## src/rtl/pipeline_stall_controller.sv

```systemverilog
// Turns hazard indications into per-stage enables, flushes and bubbles, with a
// RUN/MEM_WAIT FSM for multi-cycle data-memory accesses. Optional stats: PIPELINE_STALL_STATS_EN.
module pipeline_stall_controller #(
  parameter int MEM_TIMEOUT_CYCLES  = 200,
  parameter int WAIT_COUNTER_WIDTH  = 8,
  parameter int STALL_COUNTER_WIDTH = 32
) (
  input  logic                           clk,
  input  logic                           reset,
  input  logic                           isLoadUseHazard,
  input  logic                           isBranchTaken,
  input  logic                           memoryRequestValid,
  input  logic                           memoryReady,
  output logic                           programCounterWriteEnable,
  output logic                           fetchDecodeWriteEnable,
  output logic                           fetchDecodeFlush,
  output logic                           decodeExecutionBubble,
  output logic                           executionMemoryWriteEnable,
  output logic                           memoryWritebackBubble,
  output logic                           isMemoryWaiting,
  output logic                           memoryTimeoutError,
  output logic [STALL_COUNTER_WIDTH-1:0] loadUseStallCount,
  output logic [STALL_COUNTER_WIDTH-1:0] memoryStallCount
);

  typedef enum logic {ST_RUN, ST_MEM_WAIT} state_t;

  localparam logic [WAIT_COUNTER_WIDTH-1:0] TIMEOUT_VAL = WAIT_COUNTER_WIDTH'(MEM_TIMEOUT_CYCLES);

  state_t                        r_state;
  logic [WAIT_COUNTER_WIDTH-1:0] r_wait_cnt;
  logic                          r_timeout_err;

  logic w_freeze;
  logic w_timeout;
  logic w_resolve;
  logic w_branch;
  logic w_load_use;

  // Classify the cycle: freeze, timeout, or fall through to branch/load-use/advance
  always_comb begin
    w_freeze  = 1'b0;
    w_timeout = 1'b0;
    w_resolve = 1'b0;
    if (r_state == ST_RUN) begin
      if (memoryRequestValid && !memoryReady) w_freeze  = 1'b1;
      else                                    w_resolve = 1'b1;
    end else if (memoryReady) begin
      w_resolve = 1'b1;
    end else if (r_wait_cnt < TIMEOUT_VAL) begin
      w_freeze = 1'b1;
    end else begin
      w_timeout = 1'b1;
    end
  end

  assign w_branch   = w_resolve && isBranchTaken;
  assign w_load_use = w_resolve && !isBranchTaken && isLoadUseHazard;

  always_comb begin
    programCounterWriteEnable  = 1'b1;
    fetchDecodeWriteEnable     = 1'b1;
    fetchDecodeFlush           = 1'b0;
    decodeExecutionBubble      = 1'b0;
    executionMemoryWriteEnable = 1'b1;
    memoryWritebackBubble      = 1'b0;
    if (reset) begin
      programCounterWriteEnable  = 1'b0;
      fetchDecodeWriteEnable     = 1'b0;
      fetchDecodeFlush           = 1'b1;
      decodeExecutionBubble      = 1'b1;
      executionMemoryWriteEnable = 1'b0;
      memoryWritebackBubble      = 1'b1;
    end else if (w_freeze) begin
      programCounterWriteEnable  = 1'b0;
      fetchDecodeWriteEnable     = 1'b0;
      executionMemoryWriteEnable = 1'b0;
      memoryWritebackBubble      = 1'b1;
    end else if (w_timeout) begin
      // abandoned load must not reach writeback
      memoryWritebackBubble = 1'b1;
    end else if (w_branch) begin
      fetchDecodeFlush      = 1'b1;
      decodeExecutionBubble = 1'b1;
    end else if (w_load_use) begin
      programCounterWriteEnable = 1'b0;
      fetchDecodeWriteEnable    = 1'b0;
      decodeExecutionBubble     = 1'b1;
    end
  end

  always_ff @(posedge clk) begin
    if (reset) begin
      r_state       <= ST_RUN;
      r_wait_cnt    <= '0;
      r_timeout_err <= 1'b0;
    end else if (w_freeze) begin
      r_state    <= ST_MEM_WAIT;
      r_wait_cnt <= (r_state == ST_RUN) ? WAIT_COUNTER_WIDTH'(1) : r_wait_cnt + 1'b1;
    end else begin
      if (w_timeout) r_timeout_err <= 1'b1;
      r_state    <= ST_RUN;
      r_wait_cnt <= '0;
    end
  end

  assign isMemoryWaiting    = (r_state == ST_MEM_WAIT);
  assign memoryTimeoutError = r_timeout_err;

`ifdef PIPELINE_STALL_STATS_EN
  function automatic logic [STALL_COUNTER_WIDTH-1:0] sat_inc(input logic [STALL_COUNTER_WIDTH-1:0] v);
    return (&v) ? v : v + 1'b1;
  endfunction

  logic [STALL_COUNTER_WIDTH-1:0] r_load_use_cnt;
  logic [STALL_COUNTER_WIDTH-1:0] r_mem_stall_cnt;

  always_ff @(posedge clk) begin
    if (reset) begin
      r_load_use_cnt  <= '0;
      r_mem_stall_cnt <= '0;
    end else begin
      if (w_load_use) r_load_use_cnt  <= sat_inc(r_load_use_cnt);
      if (w_freeze)   r_mem_stall_cnt <= sat_inc(r_mem_stall_cnt);
    end
  end

  assign loadUseStallCount = r_load_use_cnt;
  assign memoryStallCount  = r_mem_stall_cnt;
`else
  assign loadUseStallCount = '0;
  assign memoryStallCount  = '0;
`endif

endmodule

```

## config.mk

```make
export PLATFORM = sky130hd
export DESIGN_NAME = pipeline_stall_controller
export DESIGN_NICKNAME = d
export VERILOG_FILES = /design/src/rtl/pipeline_stall_controller.sv
export SDC_FILE = /design/constraint.sdc
export NUM_CORES = 1
export LEC_CHECK = 0
export CAP_MARGIN = 30
export CORE_MARGIN = 2
export CORE_UTILIZATION = 30
export DETAILED_ROUTE_END_ITERATION = 12
export GPL_TIMING_DRIVEN = 1
export PLACE_DENSITY_LB_ADDON = 0.08
export SETUP_SLACK_MARGIN = 0.2
export SLEW_MARGIN = 10
export SYNTH_ARGS = -nofsm -noshare
export SYNTH_HDL_FRONTEND = slang
export SYNTH_SLANG_ARGS = --single-unit
```

## constraint.sdc

```tcl
create_clock -name clk -period 1.5 [get_ports clk]
set_clock_uncertainty 0.2 [all_clocks]
set_input_delay 0.3 -clock clk [delete_from_list [all_inputs] [get_ports clk]]
set_output_delay 0.3 -clock clk [all_outputs]
set_load 0.1 [all_outputs]
```

# Word level (Yosys, flattened, before mapping)
# Index checks and enable logic that the tools add are counted.
# totals
input_bits	6
output_inout_bits	72
reg_bits	10
# classes
reduce_logical	9
bitwise_logic	2
n_mux	31
add_sub_neg	1
order_cmp	1
# op_table
operator	count
2-to-1 mux 1 bit	31
adder 8 x 1 -> 8 bit, second input constant	1
less-than comparator 8 bit, second input constant	1
logical AND 1 bit	4
OR reduction 3 bit	1
logical NOT 1 bit	2
NOT 1 bit	2
AND reduction 2 bit	1
OR reduction 2 bit	1

# Logic depth before layout (Yosys ltp)
# logic_depth
word_depth	11
depth_mapped	5
ltp_nobuf	4

# Worst setup path after synthesis
# Ideal clock, no wire load.
# synth_timing
kind	register to output
start	reg r_state (netlist: isMemoryWaiting)
end	out programCounterWriteEnable
path_stages_with_launch	4
arrival_ns	3.323
slack_ns	-2.323
path_buffers	1
cell_sequence	dfxtp_1 nand3b_1 a21oi_1 buf_4
# synth_via
elab_chain_len	8
word_cells_on_any_way	11
classes_between	mux (8); reduce/logical (3)
# synth_rtl
element	line	text
from (decl)	30	state_t r_state;
from (signal assigned)	94	r_state <= ST_RUN;
from (signal assigned)	98	r_state <= ST_MEM_WAIT;
from (signal assigned)	102	r_state <= ST_RUN;
2-to-1 mux 1 bit	45	if (r_state == ST_RUN) begin
logical AND 1 bit (2 in series)	58	assign w_load_use = w_resolve && !isBranchTaken && isLoadUseHazard;
2-to-1 mux 1 bit (3 in series)	--	
2-to-1 mux 1 bit (*) (2 in series)	--	
to (decl)	14	output logic programCounterWriteEnable,
# Every way passes the cells marked *; elsewhere a longest branch is shown, timed or not.

# Final worst setup path
# layout_timing
start	reg r_wait_cnt[4]
end	out executionMemoryWriteEnable
# layout_via
elab_chain_len	6
# layout_rtl
element	line	text
from (decl)	31	logic [WAIT_COUNTER_WIDTH-1:0] r_wait_cnt;
from (signal assigned)	99	r_wait_cnt <= (r_state == ST_RUN) ? WAIT_COUNTER_WIDTH'(1) : r_wait_cnt + 1'b1;
less-than comparator 8 bit	50	end else if (r_wait_cnt < TIMEOUT_VAL) begin
2-to-1 mux 1 bit	50	
2-to-1 mux 1 bit	48	end else if (memoryReady) begin
2-to-1 mux 1 bit	45	
2-to-1 mux 1 bit	74	end else if (w_freeze) begin
2-to-1 mux 1 bit	67	if (reset) begin
to (decl)	18	output logic executionMemoryWriteEnable,
# Every way passes these cells.

==> flow_summary.yaml <==
status:
  status: "finished, violations left"
  violations: "negative setup slack"
critical_path:
  critPathCapture: "executionMemoryWriteEnable"
  ff2ff_setup_slack_ns: -0.23
  crit_type: "flip-flop to primary output"
  timing.rr.end: "memoryTimeoutError$_SDFFE_PP0P_"
  r2r-start: "r_wait_cnt[4]$_SDFF_PP0_"
  cp.required_ns: 1.00
  rr_worst_depth: 9
  critPathCaptureType: "primary output"
  start_kind: "flip-flop"
  arrival_ns: 1.44
  path_max_fanout: 3
  crit_path_start: "r_wait_cnt[4]$_SDFF_PP0_"
timing:
  slew_viol_final: 0
  hold-worst-slack_ns: 0.287
  setup_viol: 9
  finalHoldViolations: 0
  rsz0062_at_grt: "true"
  layout_setup_ws_ns: -0.438
  max_freq_mhz: 516
  fin_crit_ns: 1.94
  post-route-period-util: 1.29
yosys:
  synthArstFlopShare: 0
  synth.most_common_cell: "buf_4"
  yosys.area.top_type: "buf_4"
  synth_area_leaders: "buf_4 48%, dfxtp_1 20%, a21oi_1 3.0%"
  synth-edff-count: 0
  syn_inst: 125
  ys_seq_area_frac: 0.198
  synth.avg_cell_area_sq_um: 8.09
  synth_top_area_frac: 0.483
  yosysWarnings: 0
  synth_area_sq_mm: 0.00101
  synthTopCellsByCount: "65 x buf_4, 10 x dfxtp_1, 7 x nor2_1"
  dominantRegCellSynth: "dfxtp_1"
  synth-seq-cells: 10
  synth_cell_types: 27
clocking:
  hold_buffers: 0
  clock_sinks: 10
  tritoncts: "yes"
  root_buffer: "clkbuf_4"
  htreeDepth: 1
  clock_path_buffers: 2
  numCtsBuffers: 3
  insertion_delay_ns: 0.27
  cts.clk_slew.worst_paths_ns: 0.08
floorplan:
  start_util: 0.308
  core_area_sq_mm: 0.00328
  rows: 21
  io_pins: 78
  die_y_microns: 62.1
  die_x_microns: 62.1
  dieArea_sq_mm: 0.00385
global_routing:
  grt_max_degree: 8
  grt-ovfl-total: 0
  grt_util_met3: 0.0290
  grt_util_met1: 0.0944
  met2_usage: 0.162
  antenna_found_initial: 0
  grt_pass1_wl_microns: 2500
  grt_pass1_vias: 578
  grt.busiest_layer: "met2"
  track_usage: 0.0882
finish:
  layout-drive-gt1-share: 0.399
  area_growth_pct: 39.6
  n_antenna_cell: 0
  nets: 176
routing:
  wl_per_cell_microns: 8.19
  firstDrtPassIters: 2
  drtIter0Drc: 18
  finalWirelength_microns: 1750
  drcViolationCount: 0
  vias: 740
  ant_nets: 0
  viasPerCell: 3.46
min_path:
  hp-class: "flip-flop to flip-flop"
run:
  max_cap_viol_count: 0
power:
  finalPower_uw: 1450
  leakage_uw: 0.000660
  vdd_drop_max_uv: 452
  powerDensity_mw_per_mm2: 1030
placement:
  portBuffers: 13
  place_congestion: 0.756
  dp_slack_ns: -0.507
  hpwl_microns: 1320
==> flip-flops by register name (all words and copies together) (netlist names) <==
signal	flops
isMemoryWaiting	1
r_wait_cnt	8
memoryTimeoutError	1
==> report_power, final <==
group	leakage, uW	total [uW]	internal [uW]	switching, uW
clock network	0.0000210	249	147	101
registers	0.0000846	271	267	3.79
logic	0.000554	933	95.7	837
total	0.000660	1450	510	942
==> critical path: stages, from the launching register on <==
cell     delay [ns]
dfxtp_2        0.34
o311a_4        0.39
a21oi_2        0.21
nor2_4         0.07
buf_12         0.16
==> routing by layer <==
metal | vias up | part of all wire
li1 | 364 | -
met1 | 336 | 0.35
met2 | 37 | 0.54
met4 | 0 | 0.0097
met3 | 3 | 0.094
met5 | - | 0
==> placed cells by master, fill, tap and decap left out, types with 2 or more instances in the layout <==
cell type	synthesis	final
o21ai_2	0	2
buf_12	0	8
buf_6	0	8
xor2_1	2	2
dlygate4sd2_1	0	4
inv_1	4	4
o21ai_0	5	3
a21oi_2	0	5
nand2_1	2	2
buf_4	65	21
conb_1	1	64
or3_1	3	3
clkbuf_4	0	3
nand3_1	3	3
nor2_1	7	4
dfxtp_1	10	3
dfxtp_2	0	6
nor2_2	0	2
==> worst min path at each step <==
stage | depth (start not counted) | startpoint | slack [ns] | to
global placement | 2 | memoryTimeoutError$_SDFFE_PP0P_ | 0.26 | memoryTimeoutError$_SDFFE_PP0P_
global route | 2 | memoryTimeoutError$_SDFFE_PP0P_ | 0.30 | memoryTimeoutError$_SDFFE_PP0P_
detailed placement | 2 | memoryTimeoutError$_SDFFE_PP0P_ | 0.27 | memoryTimeoutError$_SDFFE_PP0P_
finish | 2 | memoryTimeoutError$_SDFFE_PP0P_ | 0.29 | memoryTimeoutError$_SDFFE_PP0P_
floorplan | 1 | memoryReady | 0.16 | isMemoryWaiting$_SDFF_PP0_
CTS | 2 | memoryTimeoutError$_SDFFE_PP0P_ | 0.29 | memoryTimeoutError$_SDFFE_PP0P_
==> what timing repair did <==
| action | in CTS | in global routing |
|---|---|---|
| gates resized for setup | 25 | 4 |
| buffers inserted | 6 | 11 |
| endpoints found under the setup margin | 18 | 18 |
| pin swaps | 10 | 4 |
==> logic make-up (layout without fill, tap and decap cells) <==
family | after synthesis | count (layout) | share of synthesized area
AOI/OAI and AO/OA | 17 | 17 | 0.140
xor gates and xnor gates | 3 | 3 | 0.0260
adders and majority gates | 1 | 1 | 0.0124
buffers and inverters | 71 | 51 | 0.506
DFF | 10 | 10 | 0.198
other | 1 | 64 | 0.00371
and+or+nand+nor | 22 | 22 | 0.114
==> stage by stage <==
step | area (sq um) | std cells | TNS [ns] | utilization
floorplan | 1310 | 188 | -1.91 | -
global placement | 1160 | 193 | -4.68 | 0.354
detailed placement | 1160 | 193 | -4.66 | 0.354
CTS | 1320 | 203 | -2.06 | 0.401
global route | 1410 | 214 | -2.74 | 0.430
finish | 1410 | 214 | -2.14 | 0.430
==> layout make-up <==
cell class,instances,area [sq um]
multi-input combinational,107,623
tap,46,57.6
timing repair buffer,43,468
inverter,4,15.0
clock buffer,4,36.3
fill,355,1870
sequential,10,211
Note: power is estimated with default switching activity, not from simulation.
==> RTL edit 1, RTL diff (same flow settings) <==
Build with the macro `PIPELINE_STALL_STATS_EN` defined.
--- a/src/rtl/pipeline_stall_controller.sv
+++ b/src/rtl/pipeline_stall_controller.sv
@@ -1,5 +1,7 @@
 // Turns hazard indications into per-stage enables, flushes and bubbles, with a
 // RUN/MEM_WAIT FSM for multi-cycle data-memory accesses. Optional stats: PIPELINE_STALL_STATS_EN.
+`define PIPELINE_STALL_STATS_EN
+
 module pipeline_stall_controller #(
   parameter int MEM_TIMEOUT_CYCLES  = 200,
   parameter int WAIT_COUNTER_WIDTH  = 8,
Function: changed (a bounded check fails within 4 cycles, from zero or initial values and one cycle with reset high).
==> RTL edit 1 against the unedited design <==
The flow still finishes with violations (setup timing); total power grew to 3.1 times the old value; worst setup slack got worse by 0.40 ns; worst hold slack worse by 0.018 ns; sequential cell count grew 64; combinational power down 38%; die area rose to 3.4 times the old value; wire length rose to 7.8 times the old value; core utilization up 27 points; cell area grew to 6.0 times the old value; synthesized area grew to 3.7 times the old value; highest routed layer unchanged.
==> RTL edit 1: results <==
{
  "synth.area.mux_share": 0.03278,
  "post-route-worst-setup-slack_ns": -0.8421,
  "topRoutingLayerUsed": "met4",
  "clock_net_power_w": 0.00206,
  "first_pass_grt_wire_length_um": 21380,
  "synth_compound_area_frac": 0.1801,
  "place.detailed.hpwl_um": 8998,
  "synthXorXnorAreaFrac": 0.02602,
  "cp_max_fo": 5,
  "met3_layer_usage_reported_by_global_route": 0.03426,
  "internal-power_w": 0.003340,
  "cts-root-buf": "sky130_fd_sc_hd__clkbuf_16",
  "place.gp.congestion": 0.8191,
  "numCtsBuffers": 9,
  "leakage_power_nw": 3.213,
  "clk-insertion-delay-late_ns": 0.34,
  "hold_path_startpoint": "reset",
  "finalSetupViolations": 87,
  "combinationalPowerShare": 0.128,
  "route.layer.met1.wl_um": 6250,
  "detail_route.wl_per_cell_um": 15.53,
  "hold_path_class": "input pin to flip-flop",
  "crit_arrival_ns": 2.37,
  "synth.yosys.seq_area_share": 0.4001,
  "synth-adder-area-share": 0.01014,
  "synth.area.top_cells": "sky130_fd_sc_hd__dfxtp_1 40%, sky130_fd_sc_hd__a21oi_1 5.9%, sky130_fd_sc_hd__or3_1 5.1%",
  "grt_util_met1": 0.2703,
  "ys_warn_count": 0,
  "outcome": "finished, violations left",
  "cts.clk_slew.worst_paths_ns": 0.06,
  "first_global_vias": 4468,
  "clock_tree.htree_level_count": 3,
  "grtUsageMet2": 0.3337,
  "synth.lib_cells_used.distinct": 52,
  "met3_layer_wire_length_in_the_routed_design_um": 376,
  "detailroute.wirelength.met2_um": 6805,
  "worst_ir_drop_vdd_mv": 0.4335,
  "first_iter_violations": 216,
  "layout-drive-gt1-share": 0.6575,
  "maxCapViolations": 0,
  "place_ws_ns": -1.047,
  "grt_max_degree": 23,
  "failed_checks": "setup timing",
  "firstDrtPassIters": 4,
  "most_frequent_cells_after_synthesis": "74 x sky130_fd_sc_hd__dfxtp_1, 44 x sky130_fd_sc_hd__a21oi_1, 34 x sky130_fd_sc_hd__nor2_1, 31 x sky130_fd_sc_hd__nand3_1, 30 x sky130_fd_sc_hd__or3_1",
  "groute.usage.overall": 0.2019,
  "final_net_count": 734,
  "viasPerCell": 5.125,
  "place.port_buffers": 77,
  "worstSetupStartpoint": "memoryStallCount[1]$_SDFFE_PP0P_"
}
## RTL edit 1: area by class of cell
cell class | count | area, sq um
Fill cell | 881 | 3585
Timing Repair Buffer | 290 | 3493
Multi-Input combinational cell | 337 | 2740
Sequential cell | 74 | 1683
Clock buffer | 13 | 260.3
Tap cell | 147 | 183.9
Inverter | 13 | 51.30
Clock inverter | 3 | 15.01
## RTL edit 1: worst paths after layout
kind	cells past startpoint	end	slack (ns)
worst max-delay path	8	memoryStallCount[23]$_SDFFE_PP0P_	-0.84
worst min register to register	1	r_wait_cnt[0]$_SDFF_PP0_	0.29
worst max register to register	8	memoryStallCount[23]$_SDFFE_PP0P_	-0.84
worst min-delay path	3	isMemoryWaiting$_SDFF_PP0_	0.27
## RTL edit 1: through the flow
step                      hold WS [ns]  power, W  cells  cell area, sq um  TNS, ns
final                           0.2693  0.004547    877              8427   -48.09
after detailed placement        0.2817  0.002454    799              6890   -60.66
after CTS                       0.2453  0.004528    853              7920   -46.25
after global placement          0.2756  0.002448    799              6890   -58.19
after global routing            0.2797  0.004687    877              8427   -55.00
after floorplan                 0.2470  0.002250    439              4178   -53.74
## RTL edit 1: repair_timing
action                     in CTS  in global routing
setup endpoints to repair     146                146
pin swaps                      37                 44
buffers inserted               36                 23
gates cloned                    2                  1
gates resized for setup       118                 82
hold buffers                    0                  0
## RTL edit 1: critical path, stage by stage, from the launching register on
cell	delay, ns
sky130_fd_sc_hd__dfxtp_4	0.36
sky130_fd_sc_hd__ha_4	0.13
sky130_fd_sc_hd__nand4_1	0.17
sky130_fd_sc_hd__or4_4	0.50
sky130_fd_sc_hd__o31ai_4	0.29
sky130_fd_sc_hd__buf_6	0.17
sky130_fd_sc_hd__buf_6	0.10
sky130_fd_sc_hd__nor4_2	0.03
sky130_fd_sc_hd__mux2_2	0.27
==> RTL edit 2, RTL diff (same flow settings) <==
Without the edit above. Register the output `programCounterWriteEnable`, with the module's reset; this adds one clock of latency there. The other outputs are not delayed to match.
--- a/src/rtl/pipeline_stall_controller.sv
+++ b/src/rtl/pipeline_stall_controller.sv
@@ -26,6 +26,8 @@
   typedef enum logic {ST_RUN, ST_MEM_WAIT} state_t;
 
   localparam logic [WAIT_COUNTER_WIDTH-1:0] TIMEOUT_VAL = WAIT_COUNTER_WIDTH'(MEM_TIMEOUT_CYCLES);
+
+  logic programCounterWriteEnable_d;
 
   state_t                        r_state;
   logic [WAIT_COUNTER_WIDTH-1:0] r_wait_cnt;
@@ -58,21 +60,21 @@
   assign w_load_use = w_resolve && !isBranchTaken && isLoadUseHazard;
 
   always_comb begin
-    programCounterWriteEnable  = 1'b1;
+    programCounterWriteEnable_d = 1'b1;
     fetchDecodeWriteEnable     = 1'b1;
     fetchDecodeFlush           = 1'b0;
     decodeExecutionBubble      = 1'b0;
     executionMemoryWriteEnable = 1'b1;
     memoryWritebackBubble      = 1'b0;
     if (reset) begin
-      programCounterWriteEnable  = 1'b0;
+      programCounterWriteEnable_d = 1'b0;
       fetchDecodeWriteEnable     = 1'b0;
       fetchDecodeFlush           = 1'b1;
       decodeExecutionBubble      = 1'b1;
       executionMemoryWriteEnable = 1'b0;
       memoryWritebackBubble      = 1'b1;
     end else if (w_freeze) begin
-      programCounterWriteEnable  = 1'b0;
+      programCounterWriteEnable_d = 1'b0;
       fetchDecodeWriteEnable     = 1'b0;
       executionMemoryWriteEnable = 1'b0;
       memoryWritebackBubble      = 1'b1;
@@ -83,7 +85,7 @@
       fetchDecodeFlush      = 1'b1;
       decodeExecutionBubble = 1'b1;
     end else if (w_load_use) begin
-      programCounterWriteEnable = 1'b0;
+      programCounterWriteEnable_d = 1'b0;
       fetchDecodeWriteEnable    = 1'b0;
       decodeExecutionBubble     = 1'b1;
     end
@@ -132,5 +134,13 @@
   assign memoryStallCount  = '0;
 `endif
 
+  always_ff @(posedge clk) begin
+    if (reset) begin
+      programCounterWriteEnable <= '0;
+    end else begin
+      programCounterWriteEnable <= programCounterWriteEnable_d;
+    end
+  end
+
 endmodule
 
Formal check against the unedited RTL: not equivalent (Yosys sat finds a counterexample within 4 cycles, from zero or initial values and one cycle with reset high).
==> RTL edit 2 against the unedited design <==
The flow still finishes with violations (setup timing); cell area rose by 4.0%; worst hold slack lost 0.018 ns; sequential cell count up 1; worst setup slack better by 0.021 ns; synthesized area shrank 0.87%; maximum frequency grew 1.1%; total power up 0.19%; sequential share of layout area grew 0.87 points; wire length is 1.9% higher; highest routed layer unchanged; critical path type unchanged.
==> RTL edit 2: results <==
{
  "place.port_buffers": 13,
  "cts.clk_slew.worst_paths_ns": 0.07,
  "layout-drive-gt1-share": 0.4096,
  "critPathSlowestCell": "sky130_fd_sc_hd__o311a_4",
  "largest_register": "r_wait_cnt",
  "synth.area.top_cells": "sky130_fd_sc_hd__buf_4 48%, sky130_fd_sc_hd__dfxtp_1 22%, sky130_fd_sc_hd__nor2_1 2.6%",
  "first_iter_violations": 10,
  "numCtsBuffers": 3,
  "clk-insertion-delay-late_ns": 0.27,
  "leakage_power_nw": 0.6883,
  "crit_arrival_ns": 1.42,
  "first_global_vias": 628,
  "synth.yosys.seq_area_share": 0.2197,
  "final_net_count": 174,
  "synth.lib_cells_used.distinct": 26,
  "ctsLongestPathBuffers": 2,
  "firstDrtPassIters": 4,
  "diodes": 0,
  "hold_path_class": "flip-flop to flip-flop",
  "hold_ws_ns": 0.2692,
  "place.gp.congestion": 0.7418,
  "groute.usage.overall": 0.09273,
  "outcome": "finished, violations left",
  "largest_register_ff_count": 8,
  "commonest_register_cell_after_synthesis": "sky130_fd_sc_hd__dfxtp_1",
  "failed_checks": "setup timing",
  "timing.reg2reg.setup_slack_ns": -0.13,
  "most_frequent_cells_after_synthesis": "64 x sky130_fd_sc_hd__buf_4, 11 x sky130_fd_sc_hd__dfxtp_1, 7 x sky130_fd_sc_hd__nor2_1, 5 x sky130_fd_sc_hd__a21oi_1, 5 x sky130_fd_sc_hd__inv_1",
  "reg2reg_end": "isMemoryWaiting$_SDFF_PP0_",
  "initial_antenna_violation_count": 0,
  "post-route-worst-setup-slack_ns": -0.4170,
  "worst_ir_drop_vdd_mv": 0.4452,
  "finalSetupViolations": 7,
  "first_pass_grt_wire_length_um": 2622,
  "min_to": "memoryTimeoutError$_SDFFE_PP0P_",
  "num_vias": 728,
  "place_ws_ns": -0.4806,
  "place.detailed.hpwl_um": 1324,
  "wl_um": 1786,
  "rr_startpoint": "r_wait_cnt[4]$_SDFF_PP0_",
  "fin_setup_tns_ns": -1.643,
  "synthArstFlopShare": 0,
  "grt_max_degree": 7,
  "cp_max_fo": 3,
  "clock_tree.htree_level_count": 1,
  "worst_r2r_path_depth": 5
}
## RTL edit 2: cell count changes in the layout (fill, tap and decap cells not counted), sizes merged
cell,change
dfxtp,+1
buf,-2
nor3,+1
dlygate4sd2,-1
o21ai,-1
nand4,-1
or3,-1
o21ba,+1
a21oi,-1
inv,+1
dlymetal6s2s,+1
## RTL edit 2: layout make-up
cell class | instances | area (sq um)
fillers | 319 | 1660
clock buffers | 4 | 26.28
multi-input cells | 105 | 663.1
inverters | 5 | 18.77
well taps | 44 | 55.05
repair buffers | 41 | 471.7
flip-flops and latches | 11 | 232.7
## RTL edit 2: layer usage
layer / global-route usage / up-vias / part of all wire
li1: - / 358 / -
met1: 0.1045 / 325 / 0.35
met2: 0.1579 / 41 / 0.54
met3: 0.03520 / 4 / 0.10
met4: 0.03647 / 0 / 0.013
met5: 0 / - / 0
## RTL edit 2: worst max path at each step
stage / from / to / slack (ns)
after floorplan: isMemoryWaiting$_SDFF_PP0_ / fetchDecodeWriteEnable / -0.38
after global placement: memoryRequestValid / fetchDecodeWriteEnable / -0.48
after detailed placement: memoryRequestValid / fetchDecodeWriteEnable / -0.48
after CTS: r_wait_cnt[4]$_SDFF_PP0_ / fetchDecodeWriteEnable / -0.43
after global routing: r_wait_cnt[6]$_SDFF_PP0_ / fetchDecodeWriteEnable / -0.48
final: r_wait_cnt[4]$_SDFF_PP0_ / fetchDecodeWriteEnable / -0.42
## RTL edit 2: metrics by stage
stage | power (W) | area [sq um] | instances
floorplan | 0.001259 | 1296 | 186
detailed placement | 0.001222 | 1204 | 195
global route | 0.001502 | 1468 | 210
finish | 0.001455 | 1468 | 210
global placement | 0.001222 | 1204 | 195
CTS | 0.001447 | 1378 | 208
## RTL edit 2: report_power, final
group	total [W]	internal [W]	switching, W	leakage [nW]
sequential	0.000299	0.000294	0.00000438	0.0925
clock	0.000201	0.000103	0.0000976	0.0150
combinational	0.000956	0.000110	0.000846	0.581
## RTL edit 2: repair_timing
action | in CTS | in global routing
pin swaps | 11 | 8
setup buffers | 9 | 2
gates cloned | 0 | 0
resized for setup | 21 | 17
hold endpoints to repair | 0 | 0
endpoints found under the setup margin | 18 | 19
## RTL edit 2: cell families (layout without fill, tap and decap cells)
kind of cell             Yosys count  count (layout)  share of synthesized area
adder cells (fa/ha/maj)            1               1                    0.01248
XOR/XNOR                           3               3                    0.02622
flip-flops                        11              11                     0.2197
buffers and inverters             70              50                     0.5019
other                              1              64                   0.003742
AND/OR/NAND/NOR                   21              21                     0.1074
AO/OA/AOI/OAI                     16              16                     0.1286
